$ cat src/rtl/vram_arbiter_if.sv
// vram_arbiter_if
//   Bundles every signal between the three video-RAM requesters, the
//   arbiter and the single-port video memory.
//   slave  : arbiter side (takes requests and mem_q, drives grants and mem_*)
//   master : requester / memory side (drives requests and mem_q)
//   Requesters: vid (scanout reads), cpu (AVR window), dma (fill/copy).
interface vram_arbiter_if #(
  parameter int AW = 16,
  parameter int DW = 8
);
  logic          vid_req;
  logic [AW-1:0] vid_addr;
  logic          vid_gnt;

  logic          cpu_req;
  logic          cpu_we;
  logic [AW-1:0] cpu_addr;
  logic [DW-1:0] cpu_wdata;
  logic          cpu_gnt;
  logic          cpu_wait;

  logic          dma_req;
  logic          dma_we;
  logic          dma_lock;
  logic [AW-1:0] dma_addr;
  logic [DW-1:0] dma_wdata;
  logic          dma_gnt;

  logic [DW-1:0] rd_data;
  logic          vid_rvalid;
  logic          cpu_rvalid;
  logic          dma_rvalid;

  logic [AW-1:0] mem_addr;
  logic [DW-1:0] mem_wdata;
  logic          mem_we;
  logic [DW-1:0] mem_q;

  modport slave (
    input  vid_req, vid_addr,
    input  cpu_req, cpu_we, cpu_addr, cpu_wdata,
    input  dma_req, dma_we, dma_lock, dma_addr, dma_wdata,
    input  mem_q,
    output vid_gnt, cpu_gnt, cpu_wait, dma_gnt,
    output rd_data, vid_rvalid, cpu_rvalid, dma_rvalid,
    output mem_addr, mem_wdata, mem_we
  );

  modport master (
    output vid_req, vid_addr,
    output cpu_req, cpu_we, cpu_addr, cpu_wdata,
    output dma_req, dma_we, dma_lock, dma_addr, dma_wdata,
    output mem_q,
    input  vid_gnt, cpu_gnt, cpu_wait, dma_gnt,
    input  rd_data, vid_rvalid, cpu_rvalid, dma_rvalid,
    input  mem_addr, mem_wdata, mem_we
  );
endinterface

$ cat src/rtl/vram_arbiter.sv
// vram_arbiter
//   Shares one single-port video RAM (1-cycle read latency) between VGA
//   scanout (vid), the AVR CPU window (cpu) and the fill/copy DMA (dma).
//   Video has priority, but after VID_BURST back-to-back video grants with
//   cpu/dma waiting, one cpu/dma access is forced in. cpu and dma share the
//   remaining slots round robin. A dma read with dma_lock reserves the next
//   cycle for dma so a read-modify-write cannot be split.
// Ports
//   clock    : system clock, all state on posedge
//   reset_n  : asynchronous reset, active low
//   bus      : vram_arbiter_if.slave (requests, grants, read return, memory)
module vram_arbiter #(
  parameter int AW        = 16,
  parameter int DW        = 8,
  parameter int VID_BURST = 8
) (
  input  logic            clock,
  input  logic            reset_n,
  vram_arbiter_if.slave   bus
);

  localparam logic [7:0] BURST_MAX = 8'(VID_BURST);

  typedef enum logic [1:0] {SRC_NONE, SRC_VID, SRC_CPU, SRC_DMA} src_e;
  typedef enum logic       {RR_CPU, RR_DMA} rr_e;

  src_e       win;
  rr_e        rr_last;
  logic [7:0] vid_run;
  logic       lock_pend;
  logic       vid_block;
  logic       vid_vld_p1;
  logic       cpu_vld_p1;
  logic       dma_vld_p1;

  // Arbitration: purely combinational on the current requests.
  always_comb begin
    win       = SRC_NONE;
    vid_block = (vid_run == BURST_MAX) && (bus.cpu_req || bus.dma_req);
    if (lock_pend && bus.dma_req)
      win = SRC_DMA;
    else if (bus.vid_req && !vid_block)
      win = SRC_VID;
    else if (bus.cpu_req && bus.dma_req)
      win = (rr_last == RR_CPU) ? SRC_DMA : SRC_CPU;
    else if (bus.cpu_req)
      win = SRC_CPU;
    else if (bus.dma_req)
      win = SRC_DMA;
  end

  // Memory port mux; an idle cycle drives zeros so the RAM sees no stale write.
  always_comb begin
    bus.mem_addr  = '0;
    bus.mem_wdata = '0;
    bus.mem_we    = 1'b0;
    unique case (win)
      SRC_VID: begin
        bus.mem_addr = bus.vid_addr;
      end
      SRC_CPU: begin
        bus.mem_addr  = bus.cpu_addr;
        bus.mem_wdata = bus.cpu_wdata;
        bus.mem_we    = bus.cpu_we;
      end
      SRC_DMA: begin
        bus.mem_addr  = bus.dma_addr;
        bus.mem_wdata = bus.dma_wdata;
        bus.mem_we    = bus.dma_we;
      end
      default: ;
    endcase
  end

  assign bus.vid_gnt  = (win == SRC_VID);
  assign bus.cpu_gnt  = (win == SRC_CPU);
  assign bus.dma_gnt  = (win == SRC_DMA);
  assign bus.cpu_wait = bus.cpu_req && (win != SRC_CPU);

  // ---- stage p1: arbitration state and read-return flags ----
  // Reset drops any in-flight read's valid; requesters simply re-issue.
  always_ff @(posedge clock or negedge reset_n) begin
    if (!reset_n) begin
      vid_run    <= 8'd0;
      rr_last    <= RR_DMA;
      lock_pend  <= 1'b0;
      vid_vld_p1 <= 1'b0;
      cpu_vld_p1 <= 1'b0;
      dma_vld_p1 <= 1'b0;
    end else begin
      // Saturating run length; any non-video cycle (grant or idle) resets it.
      if (win == SRC_VID)
        vid_run <= (vid_run == BURST_MAX) ? vid_run : vid_run + 8'd1;
      else
        vid_run <= 8'd0;

      if (win == SRC_CPU)
        rr_last <= RR_CPU;
      else if (win == SRC_DMA)
        rr_last <= RR_DMA;

      // Lock lives for exactly one cycle whether or not dma uses it.
      lock_pend  <= bus.dma_gnt && bus.dma_lock && !bus.dma_we;

      vid_vld_p1 <= bus.vid_gnt;
      cpu_vld_p1 <= bus.cpu_gnt && !bus.cpu_we;
      dma_vld_p1 <= bus.dma_gnt && !bus.dma_we;
    end
  end

  assign bus.vid_rvalid = vid_vld_p1;
  assign bus.cpu_rvalid = cpu_vld_p1;
  assign bus.dma_rvalid = dma_vld_p1;
  assign bus.rd_data    = bus.mem_q;

endmodule

$ cat src/flat_wrapper.sv
// flat-port wrapper written by rule: the top's interface ports become plain ports
module vram_arbiter_flat 
#(
  parameter int AW        = 16,
  parameter int DW        = 8,
  parameter int VID_BURST = 8
)
  (clock, reset_n, bus_vid_req, bus_vid_addr, bus_cpu_req, bus_cpu_we, bus_cpu_addr, bus_cpu_wdata, bus_dma_req, bus_dma_we, bus_dma_lock, bus_dma_addr, bus_dma_wdata, bus_mem_q, bus_vid_gnt, bus_cpu_gnt, bus_cpu_wait, bus_dma_gnt, bus_rd_data, bus_vid_rvalid, bus_cpu_rvalid, bus_dma_rvalid, bus_mem_addr, bus_mem_wdata, bus_mem_we);
  vram_arbiter_if #(.AW(AW), .DW(DW)) bus_i ();
  input  logic clock;
  input  logic reset_n;
  input wire logic [$bits(bus_i.vid_req)-1:0] bus_vid_req;
  input wire logic [$bits(bus_i.vid_addr)-1:0] bus_vid_addr;
  input wire logic [$bits(bus_i.cpu_req)-1:0] bus_cpu_req;
  input wire logic [$bits(bus_i.cpu_we)-1:0] bus_cpu_we;
  input wire logic [$bits(bus_i.cpu_addr)-1:0] bus_cpu_addr;
  input wire logic [$bits(bus_i.cpu_wdata)-1:0] bus_cpu_wdata;
  input wire logic [$bits(bus_i.dma_req)-1:0] bus_dma_req;
  input wire logic [$bits(bus_i.dma_we)-1:0] bus_dma_we;
  input wire logic [$bits(bus_i.dma_lock)-1:0] bus_dma_lock;
  input wire logic [$bits(bus_i.dma_addr)-1:0] bus_dma_addr;
  input wire logic [$bits(bus_i.dma_wdata)-1:0] bus_dma_wdata;
  input wire logic [$bits(bus_i.mem_q)-1:0] bus_mem_q;
  output wire logic [$bits(bus_i.vid_gnt)-1:0] bus_vid_gnt;
  output wire logic [$bits(bus_i.cpu_gnt)-1:0] bus_cpu_gnt;
  output wire logic [$bits(bus_i.cpu_wait)-1:0] bus_cpu_wait;
  output wire logic [$bits(bus_i.dma_gnt)-1:0] bus_dma_gnt;
  output wire logic [$bits(bus_i.rd_data)-1:0] bus_rd_data;
  output wire logic [$bits(bus_i.vid_rvalid)-1:0] bus_vid_rvalid;
  output wire logic [$bits(bus_i.cpu_rvalid)-1:0] bus_cpu_rvalid;
  output wire logic [$bits(bus_i.dma_rvalid)-1:0] bus_dma_rvalid;
  output wire logic [$bits(bus_i.mem_addr)-1:0] bus_mem_addr;
  output wire logic [$bits(bus_i.mem_wdata)-1:0] bus_mem_wdata;
  output wire logic [$bits(bus_i.mem_we)-1:0] bus_mem_we;
  assign bus_i.vid_req = bus_vid_req;
  assign bus_i.vid_addr = bus_vid_addr;
  assign bus_i.cpu_req = bus_cpu_req;
  assign bus_i.cpu_we = bus_cpu_we;
  assign bus_i.cpu_addr = bus_cpu_addr;
  assign bus_i.cpu_wdata = bus_cpu_wdata;
  assign bus_i.dma_req = bus_dma_req;
  assign bus_i.dma_we = bus_dma_we;
  assign bus_i.dma_lock = bus_dma_lock;
  assign bus_i.dma_addr = bus_dma_addr;
  assign bus_i.dma_wdata = bus_dma_wdata;
  assign bus_i.mem_q = bus_mem_q;
  assign bus_vid_gnt = bus_i.vid_gnt;
  assign bus_cpu_gnt = bus_i.cpu_gnt;
  assign bus_cpu_wait = bus_i.cpu_wait;
  assign bus_dma_gnt = bus_i.dma_gnt;
  assign bus_rd_data = bus_i.rd_data;
  assign bus_vid_rvalid = bus_i.vid_rvalid;
  assign bus_cpu_rvalid = bus_i.cpu_rvalid;
  assign bus_dma_rvalid = bus_i.dma_rvalid;
  assign bus_mem_addr = bus_i.mem_addr;
  assign bus_mem_wdata = bus_i.mem_wdata;
  assign bus_mem_we = bus_i.mem_we;
  vram_arbiter #(.AW(AW), .DW(DW), .VID_BURST(VID_BURST)) u_core (.clock(clock), .reset_n(reset_n), .bus(bus_i));
endmodule
$ cat config.mk
export PLATFORM = sky130hd
export DESIGN_NAME = vram_arbiter_flat
export DESIGN_NICKNAME = d
export VERILOG_FILES = /design/src/rtl/vram_arbiter_if.sv /design/src/rtl/vram_arbiter.sv /design/src/flat_wrapper.sv
export SDC_FILE = /design/constraint.sdc
export NUM_CORES = 1
export LEC_CHECK = 0
export CAP_MARGIN = 20
export CORE_UTILIZATION = 26
export DETAILED_ROUTE_END_ITERATION = 10
export PLACE_DENSITY_LB_ADDON = 0.08
export SYNTH_ARGS = -nofsm -noshare
export SYNTH_HDL_FRONTEND = slang
export SYNTH_SLANG_ARGS = --single-unit
$ cat constraint.sdc
create_clock -name clock -period 1.9 [get_ports clock]
set_input_delay 0.19 -clock clock [delete_from_list [all_inputs] [get_ports clock]]
set_output_delay 0.19 -clock clock [all_outputs]
set_load 0.05 [all_outputs]
Word-level counts from Yosys, hierarchy flattened:

Cells that the tools add are included.

* output and inout bits: 40
* bits of input ports: 80
* bits in latches: 0
* memories: 0
* memory bits (writable): 0
* word-level logic and storage cells: 40
* ROM bits: 0
* bits in registers: 13

* reductions and logical operators: 14
* divide/modulo/power cells: 0
* magnitude comparators: 0
* multipliers: 0
* eq/ne operators: 6
* bitwise logic cells: 0
* muxes and demuxes: 13
* add/sub/neg operators: 1
* shift-type cells: 0

Operator list (count)
* case mux 16 bit (3 select lines): 1
* 2-to-1 mux 8 bit: 2
* case mux 8 bit (2 select lines): 1
* 2-to-1 mux 2 bit: 5
* logical AND 1 bit: 9
* adder 8 x 1 -> 8 bit, second input constant: 1
* equality test 8 x 4 -> 1 bit, second input constant: 1
* equality test 2 bit, second input constant: 2
* != test 2 bit, second input constant: 2
* logical NOT 1 bit: 3
* 2-to-1 mux 1 bit: 3
* equality test 2 x 1 -> 1 bit, second input constant: 1
* case mux 1 bit (2 select lines): 1
* nonzero test 2 bit: 1
* logical OR 1 bit: 1

Depth between registers and ports, before layout:

Gate-level depths: netlist of the first run.

* depth after elaboration: 9
* mapped depth: 9
* depth with buffers taken out: 8

Worst setup path after synthesis of the first run:

Ideal clock, no wire load.

* kind: register -> output
* from: reg u_core.vid_run[4]
* to: out bus_mem_addr[10]
* path buffers: 1
* stages on the path, launching flop included: 7
* slack: -0.666 ns
* required time: 1.710 ns
* arrival: 2.376 ns
* path through: dfrtp_1 or4_4 nor2_2 a32oi_1 buf_2 mux2i_1 o2bb2ai_1

* longest elaborated chain between the ends: 8
* elaborated cells on any way between the ends: 10
* classes of those cells: eq/ne (4); mux (3); reduce/logical (3)

Ends and longest elaborated chain
* start, declared: RTL line vram_arbiter.sv:29 `logic [7:0] vid_run;`
* start signal, assigned: RTL line vram_arbiter.sv:93 `vid_run <= (vid_run == BURST_MAX) ? vid_run : vid_run + 8'd1;`
* equality test 8 x 4 -> 1 bit (*): RTL line vram_arbiter.sv:39 `vid_block = (vid_run == BURST_MAX) && (bus.cpu_req || bus.dma_req);`
* logical AND 1 bit (*): RTL line vram_arbiter.sv:39
* logical NOT 1 bit (*): RTL line vram_arbiter.sv:42 `else if (bus.vid_req && !vid_block)`
* logical AND 1 bit (*): RTL line vram_arbiter.sv:42
* 2-to-1 mux 2 bit (*): RTL line vram_arbiter.sv:42
* 2-to-1 mux 2 bit (*): RTL line vram_arbiter.sv:40 `if (lock_pend && bus.dma_req)`
* equality test 2 bit / equality test 2 x 1 -> 1 bit (equally long branches): RTL line vram_arbiter.sv:57 `unique case (win)`
* case mux 16 bit (3 select lines) (*): RTL line vram_arbiter.sv:57
* end, declared: RTL line flat_wrapper.sv:32 `output wire logic [$bits(bus_i.mem_addr)-1:0] bus_mem_addr;`

Mark *: on every way between the ends. The rest lies on a longest branch, timed or not.

Worst setup path in the final report of the first run:

* from: reg u_core.vid_run[6]
* to: out bus_mem_addr[14]

Same word-level chain as after synthesis.

==> impl_metrics.env, run 1 <==
export IMPL_slowest_stage="or4_4"
export IMPL_seq_power_share_pct=18.9
export IMPL_internal_power_mw=1.01
export IMPL_cts_tree="yes"
export IMPL_cp_required_ps=1710
export IMPL_antenna_cells=0
export IMPL_sw_frac_of_total_pct=36.5
export IMPL_syn_area_um2=1170
export IMPL_routed_wl_um=4900
export IMPL_ant_nets=0
export IMPL_finalHoldWorstSlack_ps=318
export IMPL_p_per_area_nw_per_um2=489
export IMPL_switchingPower_mw=0.581
export IMPL_placed_cell_area_um2=2920
export IMPL_dr_first_iter_drc_count=47
export IMPL_setup_viol=31
export IMPL_grt_pass1_vias=1689
export IMPL_die_width_um=69.1
export IMPL_crit_buf_inv=2
export IMPL_utilization_pct=74.8
export IMPL_grt_setup_unrepaired="yes"
export IMPL_cp_arrival_ps=2210
export IMPL_max_freq_ghz=0.416
export IMPL_clk_pin_slew_worst_paths_ps=50
export IMPL_track_usage_pct=20.9
export IMPL_syn_inst=125
export IMPL_worst_pin_slew_ps=575
export IMPL_clockBufferDepth=2
export IMPL_insertion_delay_ps=240
export IMPL_total_power_mw=1.59
export IMPL_drv_slew=0
export IMPL_violations="negative setup slack"
export IMPL_yosys_warnings=0
export IMPL_synth_area_leaders="dfrtp_1, mux2i_1, o2bb2ai_1"
export IMPL_rows=24
export IMPL_reg2reg_from="u_core.vid_run[6]"
export IMPL_syn2layout_area_growth_pct=178
export IMPL_cts_root_buf="clkbuf_8"
export IMPL_path_cells="or4_4 > nor2_4 > a32oi_4 > buf_6 > mux2i_4 > o2bb2ai_4 > buf_12"
export IMPL_drive_gt1_share_pct=47.6
export IMPL_antenna_found_initial=0
export IMPL_die_area_um2=4770
export IMPL_end_kind="output port"
export IMPL_yosys_area_top_type="dfrtp_1"
export IMPL_gr_total_overflow=0
export IMPL_route_detailed_drc=0
export IMPL_worst_path_largest_cell_delay_ps=600
export IMPL_ys_seq_area_share_pct=27.9
export IMPL_hold_viol_final=0
export IMPL_p_clk_share_pct=15.0
export IMPL_fill_cells=267
export IMPL_drtPass1Iterations=4
export IMPL_yosys_area_top_type_share_pct=25.7
export IMPL_layout_min_cycle_time_ps=2400
export IMPL_grt_pass1_wl_um=8020
export IMPL_vdd_drop_max_mv=0.419
export IMPL_start_util_pct=26.9
export IMPL_vias=1501
export IMPL_syn_mean_instance_area_um2=9.36
export IMPL_slew_headroom_pct=61.6
export IMPL_critPathMaxFanout=5
export IMPL_wl_per_cell_um=16.1
export IMPL_worstHoldPathType="primary input to async pin"
export IMPL_synth_seq_cells=13
export IMPL_cts_sinks=13
export IMPL_combPwrFrac_pct=66.1
export IMPL_io_pins=120
export IMPL_instances_no_fill=304
export IMPL_die_y_um=69.1
export IMPL_max_cap_violations=0
export IMPL_path_delay_family="simple AND/OR/NAND/NOR gates"
export IMPL_p_leak_nw=1.35
export IMPL_dp_hpwl_um=3860
export IMPL_netlist_cell_type_count=40
export IMPL_avgViaCountPerCell=4.94
export IMPL_period_share_pct=127
export IMPL_rr_endpoint="u_core.lock_pend"
export IMPL_r2r_setup_slack_ps=-120
export IMPL_core_area_um2=4350
export IMPL_clock_skew_ps=6.02
export IMPL_io_buffers=103
export IMPL_postLayoutCellArea_um2=3260
export IMPL_grt_max_degree=14
export IMPL_synth_nets=207
export IMPL_worstSetupPathType="flop to output port"
export IMPL_cts_buffers=3
export IMPL_ff2ff_path_depth=8
export IMPL_setup_slack_ps=-504
export IMPL_ctsHtreeMaxLevel=1
export IMPL_outcome="finished with violations"
export IMPL_placed_cells=291
export IMPL_globalplace_congestion=0.888
export IMPL_crit_path_start_kind="flop"
export IMPL_fin_nets=335
## sequential cells by signal, summed over array words and instances, names as in the netlist
register / cells
u_core.vid_run: 8
u_core.rr_last: 1
u_core.bus.vid_rvalid: 1
u_core.bus.dma_rvalid: 1
u_core.bus.cpu_rvalid: 1
u_core.lock_pend: 1
## cell usage in the layout, fill, tap and decap left out, types with 3 or more instances in the layout
cell type,count
a21oi_1,3
a221o_2,6
a22o_4,9
and2_1,5
buf_12,30
buf_4,19
buf_6,13
clkbuf_8,3
clkdlybuf4s50_1,74
dfrtp_1,12
inv_1,4
mux2i_2,5
mux2i_4,4
nand2_1,4
nor2_1,8
o2bb2ai_4,10
xnor2_1,3
xor2_1,3
## cell families after synthesis
| group | Yosys count | share of synthesized area [%] |
|---|---|---|
| AO/OA/AOI/OAI | 36 | 25.9 |
| XOR/XNOR | 6 | 4.49 |
| adder cells (fa/ha/maj) | 2 | 2.14 |
| buffers and inverters | 21 | 12.3 |
| flip-flops | 13 | 27.9 |
| multiplexers | 10 | 8.56 |
| AND/OR/NAND/NOR | 37 | 18.7 |
## per-layer routing
layer / GRT usage, % / vias to the layer above / wire length [um] / share of wire (%)
met5: 0 / - / 0 / 0
li1: - / 706 / - / -
met3: 6.14 / 10 / 383 / 7.8
met1: 20.4 / 707 / 1570 / 32
met2: 41.5 / 78 / 2850 / 58
met4: 5.90 / 0 / 100 / 2.0
## layout make-up
cell class	count	area, um2	share of cell area, %
clock buffer	4	45.0	1.38
inverter	6	27.5	0.846
multi-input combinational	91	1110	34.1
sequential	13	327	10.0
tap	52	65.1	2.00
timing repair buffer	138	1680	51.7
## worst reg2reg max path, delay by kind of cell, from the launching register on
kind	cells	cell delay, ps
AOI/OAI and AO/OA	2	310
buffers and inverters	3	370
DFF	1	370
and+or+nand+nor	3	890
## per-stage QoR
stage,setup slack (ps),TNS [ps]
2_1_floorplan,-188,-4290
3_3_place_gp,-206,-5010
3_5_place_dp,-271,-6370
4_1_cts,-500,-13510
5_1_grt,-589,-15560
6_report,-504,-13000
## synthesized netlist by cell type
cell       count
a21oi_1        4
a21oi_2        1
a221o_1        6
a22o_1         9
a32oi_1        1
and2_1         7
and2b_1        2
and3_1         1
and3b_1        1
buf_2          2
buf_4          9
buf_6          2
buf_8          1
clkbuf_1       1
dfrtp_1       12
dfstp_2        1
ha_1           2
inv_1          5
inv_4          1
mux2i_1       10
nand2_1        4
nand2_4        1
nand2b_1       1
nand3_1        2
nand3b_1       2
nand4_1        1
nor2_1         9
nor2_2         1
nor2b_2        1
nor3_1         1
nor3_2         1
o21a_1         1
o21ai_0        2
o21ai_2        1
o22ai_2        1
o2bb2ai_1     10
or2_2          1
or4_4          1
xnor2_1        3
xor2_1         3
## worst max path at each step
stage	from	endpoint	slack, ps	cells past startpoint
6_report	u_core.vid_run[6]	bus_mem_addr[14]	-500	7
5_1_grt	u_core.vid_run[6]	bus_mem_addr[14]	-590	7
4_1_cts	u_core.vid_run[7]	bus_mem_addr[14]	-500	7
3_5_place_dp	u_core.vid_run[1]	bus_mem_addr[14]	-270	9
2_1_floorplan	u_core.vid_run[5]	bus_mem_addr[0]	-190	6
3_3_place_gp	u_core.vid_run[7]	bus_mem_wdata[0]	-210	6
## timing repair
item,in CTS,in global routing
pin swaps,9,9
endpoints found under the hold margin,0,0
setup endpoints to repair,32,32
hold buffers,0,0
resized for setup,30,17
buffers inserted,3,5
gates cloned,3,0
## power by group through the flow
stage	registers, mW	logic, mW	clock network [mW]
after floorplan	0.316	0.496	0
after global routing	0.303	1.09	0.264
after CTS	0.301	1.05	0.248
after global placement	0.305	0.943	0
final	0.301	1.05	0.239
after detailed placement	0.306	0.961	0
Note: power is estimated with default switching activity, not from simulation.
==> run 2: changes to the inputs <==
--- a/config.mk
+++ b/config.mk
@@ -6,6 +6,7 @@
 export NUM_CORES = 1
 export LEC_CHECK = 0
 export CAP_MARGIN = 20
+export CORE_ASPECT_RATIO = 1.4
 export CORE_UTILIZATION = 26
 export DETAILED_ROUTE_END_ITERATION = 10
 export PLACE_DENSITY_LB_ADDON = 0.08
==> run 2 against run 1 <==
  * The run still ends with negative setup slack left
  * Sequential share of layout area about the same
  * Highest routed layer unchanged
  * Via count increased by 0.27%
  * Final cell count increased by 3.0%
  * Non-clock buffer count increased by 1
  * Critical path type unchanged
  * Utilization increased by 1.4 points
  * Register-to-register slack improved by 30 ps
  * Sequential power about the same
  * Largest cell class unchanged
==> impl_metrics.env, run 2 (synthesis gave the netlist of run 1 again) <==
export IMPL_critPathMaxFanout=5
export IMPL_grt_pass1_vias=1602
export IMPL_routed_wl_um=4820
export IMPL_grt_setup_unrepaired="yes"
export IMPL_avgViaCountPerCell=4.81
export IMPL_antenna_found_initial=0
export IMPL_max_freq_ghz=0.414
export IMPL_setup_tns_ps=-13270
export IMPL_io_buffers=103
export IMPL_clockBufferDepth=2
export IMPL_cts_buffers=3
export IMPL_largest_reg_flops=8
export IMPL_track_usage_pct=18.2
export IMPL_worstHoldPathType="primary input to async pin"
export IMPL_grt_pass1_wl_um=6780
export IMPL_rows=28
export IMPL_io_pins=120
export IMPL_ant_nets=0
export IMPL_placed_cell_area_um2=2970
export IMPL_die_y_um=81.4
export IMPL_cts_sinks=13
export IMPL_globalplace_congestion=0.823
export IMPL_dr_first_iter_drc_count=12
export IMPL_setup_slack_ps=-516
export IMPL_layout_min_cycle_time_ps=2420
export IMPL_slew_headroom_pct=60.9
export IMPL_drtPass1Iterations=4
export IMPL_insertion_delay_ps=240
export IMPL_ctsHtreeMaxLevel=1
export IMPL_period_share_pct=127
export IMPL_outcome="finished with violations"
export IMPL_postLayoutCellArea_um2=3250
export IMPL_core_area_um2=4270
export IMPL_violations="negative setup slack"
export IMPL_cts_root_buf="clkbuf_8"
export IMPL_worst_pin_slew_ps=584
export IMPL_fill_cells=289
export IMPL_p_leak_nw=1.34
export IMPL_grt_max_degree=17
export IMPL_p_per_area_nw_per_um2=489
export IMPL_end_kind="output port"
export IMPL_start_util_pct=27.4
export IMPL_fin_nets=336
export IMPL_largest_register="u_core.vid_run"
export IMPL_route_detailed_drc=0
export IMPL_clock_skew_ps=4.69
export IMPL_hold_viol_final=0
export IMPL_drive_gt1_share_pct=48.2
export IMPL_die_width_um=58.7
export IMPL_setup_viol=31
export IMPL_worstSetupPathType="flop to output port"
export IMPL_crit_path_start_kind="flop"
export IMPL_dp_hpwl_um=3750
export IMPL_die_area_um2=4780
export IMPL_layout_common_cells="clkdlybuf4s50_1, buf_12, buf_4"
export IMPL_gr_total_overflow=0
export IMPL_vias=1505
export IMPL_vdd_drop_max_mv=0.459
export IMPL_max_cap_violations=0
export IMPL_clk_pin_slew_worst_paths_ps=50
export IMPL_wl_per_cell_um=15.4
export IMPL_hold_buffers=0
export IMPL_antenna_cells=0
export IMPL_drv_slew=0
export IMPL_cp_arrival_ps=2230
export IMPL_cts_tree="yes"
export IMPL_cp_required_ps=1710
export IMPL_layout_commonest_cell="clkdlybuf4s50_1"
export IMPL_syn2layout_area_growth_pct=178
## run 2: routing by layer
layer / GRT usage (%) / share of wire (%)
met1: 16.5 / 30
met2: 37.5 / 60
met3: 6.37 / 8.2
met4: 3.81 / 1.0
met5: 0 / 0
## run 2: repair_timing
item,4_1_cts,5_1_grt
setup buffers,5,2
setup endpoints to repair,32,33
gates cloned,0,2
pin swaps,4,10
gates resized for setup,13,27
## run 2: power by group
group / total (mW) / switching, mW / leakage, nW / internal (mW)
clock network: 0.241 / 0.0937 / 0.0228 / 0.148
registers: 0.300 / 0.00797 / 0.173 / 0.292
logic: 1.05 / 0.479 / 1.15 / 0.572
## run 2: path summary, 6_finish.rpt
path / startpoint / endpoint / slack, ps / depth (start not counted)
setup / recovery: u_core.vid_run[6] / bus_mem_addr[2] / -520 / 7
hold / removal: reset_n / u_core.bus.vid_rvalid / 320 / 1
setup reg to reg: u_core.vid_run[6] / u_core.lock_pend / -90 / 7
hold reg to reg: u_core.rr_last / u_core.rr_last / 520 / 2
max in group asynchronous: reset_n / u_core.vid_run[5] / 1190 / 1
min in group clock: bus_mem_q[5] / bus_rd_data[5] / 380 / 0
## run 2: area by class of cell
type	instances	area, um2	area share [%]
Clock buffer	4	45.0	1.38
Inverter	6	30.0	0.923
Multi-Input combinational cell	91	1090	33.6
Sequential cell	13	327	10.0
Tap cell	60	75.1	2.31
Timing Repair Buffer	139	1680	51.7
## run 2: per-stage QoR
step,hold WS (ps),worst slack (ps),util [%],power (mW),cells
floorplan,-106,-188,-,0.812,125
global placement,380,-213,69.6,1.26,301
detailed placement,380,-275,69.6,1.28,301
CTS,339,-492,72.4,1.54,309
global route,366,-576,76.1,1.65,313
finish,321,-516,76.1,1.59,313
## run 2: worst max-delay path, stage by stage, from the launching register on
cell	delay [ps]
dfrtp_1	380
or4_4	610
nor2_4	150
a32oi_2	150
buf_6	190
mux2i_4	190
o2bb2ai_4	160
buf_12	150
==> run 3: changes to the inputs <==
--- a/config.mk
+++ b/config.mk
@@ -9,6 +9,7 @@
 export CORE_ASPECT_RATIO = 1.4
 export CORE_UTILIZATION = 26
 export DETAILED_ROUTE_END_ITERATION = 10
+export MAX_ROUTING_LAYER = met4
 export PLACE_DENSITY_LB_ADDON = 0.08
 export SYNTH_ARGS = -nofsm -noshare
 export SYNTH_HDL_FRONTEND = slang
==> run 3 against run 2 <==
  * Critical path depth unchanged
  * Highest routed layer unchanged
  * Combinational power about the same
  * Critical endpoint unchanged
  * The flow still finishes with violations (negative setup slack)
  * Utilization unchanged
  * Sequential power about the same
  * Clock power about the same
  * Final cell count unchanged
  * Die area unchanged
==> impl_metrics.env, run 3 (synthesis gave the netlist of run 1 again) <==
export IMPL_outcome="finished with violations"
export IMPL_violations="negative setup slack"
export IMPL_r2r_setup_slack_ps=-90
export IMPL_hold_viol_final=0
export IMPL_clk_pin_slew_worst_paths_ps=50
export IMPL_vias=1502
export IMPL_layout_min_cycle_time_ps=2420
export IMPL_io_pins=120
export IMPL_setup_viol=31
export IMPL_track_usage_pct=18.8
export IMPL_drive_gt1_share_pct=48.2
export IMPL_crit_path_start_kind="flop"
export IMPL_die_width_um=58.7
export IMPL_grt_max_degree=17
export IMPL_antenna_cells=0
export IMPL_grt_pass1_wl_um=6800
export IMPL_largest_register="u_core.vid_run"
export IMPL_slew_headroom_pct=61.0
export IMPL_worstSetupEndpoint="bus_mem_addr[2]"
export IMPL_core_area_um2=4270
export IMPL_clock_skew_ps=4.66
export IMPL_period_share_pct=127
export IMPL_final_seq_area_um2=327
export IMPL_wl_per_cell_um=15.4
export IMPL_cp_arrival_ps=2230
export IMPL_layout_common_cells="clkdlybuf4s50_1, buf_12, buf_4"
export IMPL_reg2reg_from="u_core.vid_run[6]"
export IMPL_layout_commonest_cell="clkdlybuf4s50_1"
export IMPL_end_kind="output port"
export IMPL_drv_slew=0
export IMPL_worstSetupPathType="flop to output port"
export IMPL_postLayoutCellArea_um2=3250
export IMPL_max_freq_ghz=0.414
export IMPL_route_detailed_drc=0
export IMPL_sw_frac_of_total_pct=36.5
export IMPL_setup_slack_ps=-516
export IMPL_ant_nets=0
export IMPL_internal_power_mw=1.01
export IMPL_die_area_um2=4780
export IMPL_die_y_um=81.4
export IMPL_fin_nets=336
export IMPL_cts_tree="yes"
export IMPL_fill_cells=289
export IMPL_avgViaCountPerCell=4.80
export IMPL_p_per_area_nw_per_um2=489
export IMPL_cp_required_ps=1710
export IMPL_seq_power_share_pct=18.9
export IMPL_start_util_pct=27.4
export IMPL_multiInputGateArea_um2=1090
export IMPL_antenna_found_initial=0
export IMPL_insertion_delay_ps=240
export IMPL_critPathLaunch="u_core.vid_run[6]"
export IMPL_dr_first_iter_drc_count=14
export IMPL_ctsHtreeMaxLevel=1
export IMPL_largest_reg_flops=8
export IMPL_ff2ff_path_depth=7
export IMPL_rr_endpoint="u_core.lock_pend"
export IMPL_worstHoldPathType="primary input to async pin"
export IMPL_p_clk_share_pct=15.2
export IMPL_p_leak_nw=1.34
export IMPL_routed_wl_um=4830
export IMPL_combPwrFrac_pct=66.0
export IMPL_vdd_drop_max_mv=0.459
export IMPL_grt_setup_unrepaired="yes"
export IMPL_globalplace_congestion=0.835
export IMPL_hold_buffers=0
export IMPL_switchingPower_mw=0.581
export IMPL_syn2layout_area_growth_pct=178
export IMPL_worst_pin_slew_ps=584
export IMPL_grt_pass1_vias=1599
export IMPL_cts_root_buf="clkbuf_8"
export IMPL_dpl_worst_slack_ps=-275
export IMPL_cts_sinks=13
export IMPL_io_buffers=103
export IMPL_cts_buffers=3
export IMPL_drtPass1Iterations=4
export IMPL_critPathMaxFanout=5
export IMPL_dp_hpwl_um=3750
export IMPL_rows=28
export IMPL_placed_cell_area_um2=2970
export IMPL_clockBufferDepth=2
export IMPL_gr_total_overflow=0
export IMPL_max_cap_violations=0
run 3: worst min path at each step:
stage	start	to	cells past startpoint
2_1_floorplan	reset_n	u_core.bus.cpu_rvalid	0
3_3_place_gp	bus_mem_q[1]	bus_rd_data[1]	0
3_5_place_dp	bus_mem_q[1]	bus_rd_data[1]	0
4_1_cts	reset_n	u_core.bus.vid_rvalid	1
5_1_grt	reset_n	u_core.bus.vid_rvalid	1
6_report	reset_n	u_core.bus.vid_rvalid	1
run 3: layout make-up:
| type | instances | area share [%] |
|---|---|---|
| tap | 60 | 2.31 |
| clock buffer | 4 | 1.38 |
| multi-input combinational | 91 | 33.6 |
| sequential | 13 | 10.0 |
| inverter | 6 | 0.923 |
| timing repair buffer | 139 | 51.7 |
run 3: per-layer routing:
metal	wire length [um]	global-route usage (%)	vias to the layer above
met5	0	-	-
met4	48	3.33	0
met1	1510	17.4	711
met3	352	5.25	4
met2	2910	37.7	78
li1	-	-	709
run 3: metrics by stage:
stage	util, %	hold WS (ps)	TNS (ps)	total power [mW]	std cells
after floorplan	-	-106	-4290	0.812	125
after global placement	69.6	380	-4910	1.26	301
after detailed placement	69.6	380	-6130	1.28	301
after CTS	72.4	339	-12910	1.54	309
after global routing	76.1	366	-15440	1.65	313
final	76.1	321	-13290	1.59	313
run 3: timing repair:
action | in CTS | in global routing
gates cloned | 0 | 2
setup endpoints to repair | 32 | 33
resized for setup | 13 | 27
setup buffers | 5 | 2
pin swaps | 4 | 10
run 3: power groups by stage:
stage | clock network, mW | logic (mW) | registers [mW]
3_5_place_dp | 0 | 0.975 | 0.304
3_3_place_gp | 0 | 0.957 | 0.303
4_1_cts | 0.246 | 0.996 | 0.299
5_1_grt | 0.259 | 1.09 | 0.301
2_1_floorplan | 0 | 0.496 | 0.316
6_report | 0.242 | 1.05 | 0.300
run 3: worst max-delay path, cell delays in order, from the launching register on:
cell,delay [ps]
dfrtp_1,380
or4_4,610
nor2_4,150
a32oi_2,150
buf_6,190
mux2i_4,190
o2bb2ai_4,160
buf_12,150
